File: src/rtl/issue_rr_elastic_stage_pkg.sv
// Shared core constants for the issue / register-read boundary.
//   ISSUE_WIDTH      : default number of issue lanes
//   PAYLOAD_PKT_SIZE : default payload width, valid bit excluded
//   issue_pkt_t      : one payload packet at the default width
//   ptr_w()          : pointer width for a buffer of 'depth' entries (min 1)
`ifndef ISSUE_WIDTH
`define ISSUE_WIDTH 4
`endif
`ifndef PAYLOAD_PKT_SIZE
`define PAYLOAD_PKT_SIZE 8
`endif

package issue_rr_elastic_stage_pkg;

    localparam int ISSUE_WIDTH      = `ISSUE_WIDTH;
    localparam int PAYLOAD_PKT_SIZE = `PAYLOAD_PKT_SIZE;

    typedef logic [PAYLOAD_PKT_SIZE-1:0] issue_pkt_t;

    function automatic int ptr_w(input int depth);
        return (depth > 1) ? $clog2(depth) : 1;
    endfunction

endpackage

File: src/rtl/issue_rr_elastic_stage_lane_fifo.sv
// issue_rr_lane_fifo: one lane's elastic buffer, DEPTH entries (any 1..8).
// Ports:
//   clk     : rising-edge clock
//   clr_i   : synchronous clear of pointers and count (reset/flush/inactive)
//   push_i  : write pkt_i at the tail (caller guarantees not full)
//   pop_i   : drop the head entry (caller guarantees not empty)
//   pkt_i   : packet to write
//   occ_o   : number of buffered entries
//   head_o  : entry at the read pointer (meaningful only when occ_o > 0)
module issue_rr_lane_fifo
    import issue_rr_elastic_stage_pkg::*;
#(
    parameter int PKT_W = PAYLOAD_PKT_SIZE,
    parameter int DEPTH = 2
) (
    input  logic                       clk,
    input  logic                       clr_i,
    input  logic                       push_i,
    input  logic                       pop_i,
    input  logic [PKT_W-1:0]           pkt_i,
    output logic [$clog2(DEPTH+1)-1:0] occ_o,
    output logic [PKT_W-1:0]           head_o
);

    localparam int PW = ptr_w(DEPTH);
    localparam int CW = $clog2(DEPTH + 1);

    logic [PKT_W-1:0] mem_q [DEPTH];
    logic [PW-1:0]    wptr_q, wptr_d;
    logic [PW-1:0]    rptr_q, rptr_d;
    logic [CW-1:0]    occ_q, occ_d;

    // Explicit wrap so non-power-of-two depths work.
    function automatic logic [PW-1:0] wrap_inc(input logic [PW-1:0] p);
        return (p == PW'(DEPTH - 1)) ? '0 : p + PW'(1);
    endfunction

    always_comb begin
        wptr_d = wptr_q;
        rptr_d = rptr_q;
        occ_d  = occ_q;
        if (clr_i) begin
            wptr_d = '0;
            rptr_d = '0;
            occ_d  = '0;
        end else begin
            if (push_i) wptr_d = wrap_inc(wptr_q);
            if (pop_i)  rptr_d = wrap_inc(rptr_q);
            case ({push_i, pop_i})
                2'b10:   occ_d = occ_q + CW'(1);
                2'b01:   occ_d = occ_q - CW'(1);
                default: occ_d = occ_q;
            endcase
        end
    end

    always_ff @(posedge clk) begin
        wptr_q <= wptr_d;
        rptr_q <= rptr_d;
        occ_q  <= occ_d;
    end

    // Payload only written on push; no reset so it stays gateable.
    always_ff @(posedge clk) begin
        if (push_i) mem_q[wptr_q] <= pkt_i;
    end

    assign occ_o  = occ_q;
    assign head_o = mem_q[rptr_q];

endmodule

File: src/rtl/issue_rr_elastic_stage.sv
// issue_rr_elastic_stage: per-lane elastic buffers between issue and
// register read. Lanes are independent FIFOs; no cross-lane reordering.
// Ports:
//   clk, reset      : clock, synchronous active-high reset
//   flush_i         : discard everything buffered (push dropped)
//   laneActive_i    : per-lane enable; an inactive lane is held empty
//   valid_i/pkt_i   : issue-side packets, lane l at [l*PKT_W +: PKT_W]
//   ready_o         : lane can accept (state based, no path from ready_i)
//   valid_o/pkt_o   : head packet per lane, zero when not valid
//   ready_i         : register read consumes lane head
//   valid_bundle_o  : packet accepted on lane this cycle
//   occ_o           : per-lane occupancy, $clog2(DEPTH+1) bits per lane
module issue_rr_elastic_stage
    import issue_rr_elastic_stage_pkg::*;
#(
    parameter int LANES = ISSUE_WIDTH,
    parameter int PKT_W = PAYLOAD_PKT_SIZE,
    parameter int DEPTH = 2
) (
    input  logic                               clk,
    input  logic                               reset,
    input  logic                               flush_i,
    input  logic [LANES-1:0]                   laneActive_i,
    input  logic [LANES-1:0]                   valid_i,
    input  logic [LANES*PKT_W-1:0]             pkt_i,
    output logic [LANES-1:0]                   ready_o,
    output logic [LANES-1:0]                   valid_o,
    output logic [LANES*PKT_W-1:0]             pkt_o,
    input  logic [LANES-1:0]                   ready_i,
    output logic [LANES-1:0]                   valid_bundle_o,
    output logic [LANES*$clog2(DEPTH+1)-1:0]   occ_o
);

    localparam int CW = $clog2(DEPTH + 1);

    // Holds ready_o low for the first cycle after reset.
    logic rst_q;

    always_ff @(posedge clk) begin
        rst_q <= reset;
    end

    for (genvar l = 0; l < LANES; l++) begin : g_lane
        logic [CW-1:0]    occ;
        logic [PKT_W-1:0] head;
        logic             push, pop, clr;

        assign ready_o[l] = (occ < CW'(DEPTH)) & laneActive_i[l] & ~flush_i
                            & ~reset & ~rst_q;
        assign valid_o[l] = (occ != '0) & laneActive_i[l] & ~reset;
        assign push       = valid_i[l] & ready_o[l];
        assign pop        = valid_o[l] & ready_i[l];
        // Reset, flush and deactivation all empty the lane identically.
        assign clr        = reset | flush_i | ~laneActive_i[l];

        assign valid_bundle_o[l]        = push;
        assign pkt_o[l*PKT_W +: PKT_W]  = valid_o[l] ? head : '0;
        assign occ_o[l*CW +: CW]        = reset ? '0 : occ;

        issue_rr_lane_fifo #(
            .PKT_W (PKT_W),
            .DEPTH (DEPTH)
        ) u_fifo (
            .clk    (clk),
            .clr_i  (clr),
            .push_i (push),
            .pop_i  (pop),
            .pkt_i  (pkt_i[l*PKT_W +: PKT_W]),
            .occ_o  (occ),
            .head_o (head)
        );
    end

endmodule

File: config.mk
export PLATFORM = sky130hd
export DESIGN_NAME = issue_rr_elastic_stage
export DESIGN_NICKNAME = d
export VERILOG_FILES = /design/src/rtl/issue_rr_elastic_stage_pkg.sv /design/src/rtl/issue_rr_elastic_stage_lane_fifo.sv /design/src/rtl/issue_rr_elastic_stage.sv
export SDC_FILE = /design/constraint.sdc
export NUM_CORES = 1
export LEC_CHECK = 0
export CAP_MARGIN = 20
export CELL_PAD_IN_SITES_DETAIL_PLACEMENT = 0
export CELL_PAD_IN_SITES_GLOBAL_PLACEMENT = 2
export CORE_UTILIZATION = 25
export DETAILED_ROUTE_END_ITERATION = 8
export PLACE_DENSITY_LB_ADDON = 0.1
export SETUP_SLACK_MARGIN = 0.15
export SYNTH_ARGS = -nofsm -noshare
export SYNTH_HDL_FRONTEND = slang
export SYNTH_SLANG_ARGS = --single-unit
File: constraint.sdc
create_clock -name clk -period 2.45 [get_ports clk]
set_input_delay 0.49 -clock clk [delete_from_list [all_inputs] [get_ports clk]]
set_output_delay 0.49 -clock clk [all_outputs]
set_load 0.05 [all_outputs]
==> flow_summary.json <==
{
  "dr.pass1.iters": 4,
  "synth-simple-area-share_pct": 12.5,
  "vias": 2408,
  "vdd_ir_drop_max_mv": 0.309,
  "hold_path_class": "register to register",
  "mostFrequentLayoutCell": "edfxtp_1",
  "finalCritPeriodShare_pct": 89.9,
  "cts-root-buf": "clkbuf_16",
  "die_area_um2": 14500,
  "synth_top_family_by_area": "simple AND/OR/NAND/NOR gates",
  "ys_ff_latch": 85,
  "pre_cts_ws_ns": -0.0977,
  "instances_no_fill": 582,
  "synth_compound_area_share_pct": 3.14,
  "skew_ns": 0.00358,
  "clk_pin_slew_ns": 0.05,
  "synth_edf_count": 64,
  "routed_via_density": 4.14,
  "tns_ns": 0,
  "cts_sinks": 85,
  "hpwl_mm": 5.87,
  "synth_ff_type": "edfxtp_1",
  "maxCapViolCount": 0,
  "outcome": "finished clean",
  "hold_viol_final": 0,
  "setup_viol": 0,
  "drt_iter0_markers": 83,
  "fin_total_pwr_uw": 3150,
  "relSlewSlack_pct": 62.3,
  "fmax_ghz": 0.454,
  "rsz0062_at_grt": "false",
  "cp_max_fo": 3,
  "gp_congestion": 0.707,
  "grt_usage_pct": 12.3,
  "synthAdderAreaFrac_pct": 1.43,
  "std_cell_rows": 42,
  "portBuffers": 98,
  "syn_avg_cell_area_um2": 13.0,
  "timing.final.crit_period_ns": 2.20,
  "p_per_area_nw_per_um2": 540,
  "wl_mm": 8.02,
  "most-common-layout-cells": "edfxtp_1, buf_12, nor2_1, clkdlybuf4s50_1, mux2i_1",
  "ys_async_sr_fraction_pct": 0,
  "mappedNetlistArea_um2": 3510,
  "cts_made_buffers": 9,
  "gr-total-overflow": 0,
  "design_area_um2": 5830,
  "final_nets": 452,
  "area_delta_synth_final_pct": 66.2,
  "yosysWarningCount": 0,
  "wl_per_cell_um": 13.8,
  "cts_buffer_depth": 2,
  "drive_above_1_share_pct": 28.3,
  "grt_pass1_vias": 2514,
  "ant_nets": 0,
  "syn_inst": 269,
  "grt_max_degree": 14,
  "cts_tree": "built",
  "drcViolationCount": 0,
  "place_inst": 564,
  "place_area_um2": 5460,
  "slew_violations": 0,
  "worst_ep_arrival_time_ns": 1.71,
  "start_kind": "primary input",
  "fp.dieH_um": 120,
  "worstSkewPairLatency_ns": 0.34,
  "seq_area_frac_synth_pct": 66.8,
  "crit_type": "primary input to output pin",
  "synth_fp_nets": 320,
  "h-tree-depth": 3,
  "leakage_uw": 0.00206,
  "start_util_pct": 26.1,
  "io_pins": 99,
  "coreArea_um2": 13500,
  "worst_slew_pin_slew_ns": 0.565,
  "synth_mux_area_share_pct": 9.14,
  "crit_path_end_kind": "output pin",
  "die-width_um": 120,
  "cp.required_ns": 1.96,
  "fin_ws_ns": 0.247,
  "grt_pass1_wl_mm": 13.1,
  "diodes": 0,
  "synth_cell_type_count": 27,
  "antenna_found_initial": 0,
  "synth_xor_area_share_pct": 4.00
}
==> flip-flops by register name, indices dropped and copies added (netlist names), named ones only <==
register	cells
g_lane.u_fifo.mem_q	64
g_lane.u_fifo.occ_o	8
g_lane.u_fifo.rptr_q	4
g_lane.u_fifo.wptr_q	4
rst_q	1
==> area by class of cell <==
cell class / instances / area, um2
clock buffers: 11 / 233
clock inverters: 5 / 75.1
fillers: 1293 / 7630
inverters: 13 / 51.3
multi-input cells: 161 / 1120
flip-flops and latches: 85 / 2340
well taps: 176 / 220
repair buffers: 131 / 1790
==> Yosys cell counts (5+ instances only) <==
cell type / instances / share of area (%)
xor2_1: 8 / 2.0
mux2i_1: 32 / 9.1
nor2_1: 57 / 6.1
nor3b_1: 5 / 1.1
edfxtp_1: 64 / 55
xnor2_1: 8 / 2.0
o21ai_0: 8 / 1.1
nor2b_1: 10 / 1.8
inv_1: 12 / 1.3
dfxtp_1: 21 / 12
==> report_power, final <==
part	switching [uW]	internal, uW
combinational	68.5	104
clock	524	888
sequential	6.96	1560
==> layer usage <==
layer | vias to the layer above | GRT usage [%] | wire length, um
li1 | 1199 | - | -
met1 | 1133 | 14.9 | 3580
met2 | 66 | 19.3 | 3770
met3 | 10 | 3.63 | 478
met4 | 0 | 7.41 | 188
met5 | - | 0 | 0
==> worst max-delay path: stages <==
cell,delay (ns)
clkdlybuf4s50_1,0.53
o211ai_2,0.13
buf_4,0.17
nor2_1,0.22
buf_12,0.17
==> path summary, 6_finish.rpt <==
| check | slack, ns | depth (start not counted) | end | start |
|---|---|---|---|---|
| setup / recovery | 0.25 | 5 | pkt_o[18] | laneActive_i[2] |
| setup reg to reg | 0.41 | 7 | g_lane[2].u_fifo.occ_o[1]$_SDFFE_PP0P_ | rst_q$_DFF_P_ |
| hold reg to reg | 0.50 | 2 | g_lane[2].u_fifo.rptr_q$_SDFFE_PP0P_ | g_lane[2].u_fifo.rptr_q$_SDFFE_PP0P_ |
| hold / removal | 0.50 | 2 | g_lane[2].u_fifo.rptr_q$_SDFFE_PP0P_ | g_lane[2].u_fifo.rptr_q$_SDFFE_PP0P_ |
==> cell families after synthesis <==
| family | count (synthesis) |
|---|---|
| fa+ha+maj | 4 |
| simple gates | 93 |
| mux | 32 |
| buf+inv | 23 |
| compound gates | 16 |
| xor+xnor | 16 |
| flops | 85 |
==> stage by stage <==
step	util, %	hold slack [ns]
3_3_place_gp	40.6	0.483
4_1_cts	43.1	0.509
2_1_floorplan	-	0.472
5_1_grt	43.3	0.537
3_5_place_dp	40.6	0.489
6_report	43.3	0.502
==> what timing repair did <==
action,4_1_cts,5_1_grt
endpoints found under the setup margin,40,7
pin swaps,0,2
hold buffers,0,0
buffers inserted,0,2
resized for setup,7,5
Note: power is estimated with default switching activity, not from simulation.
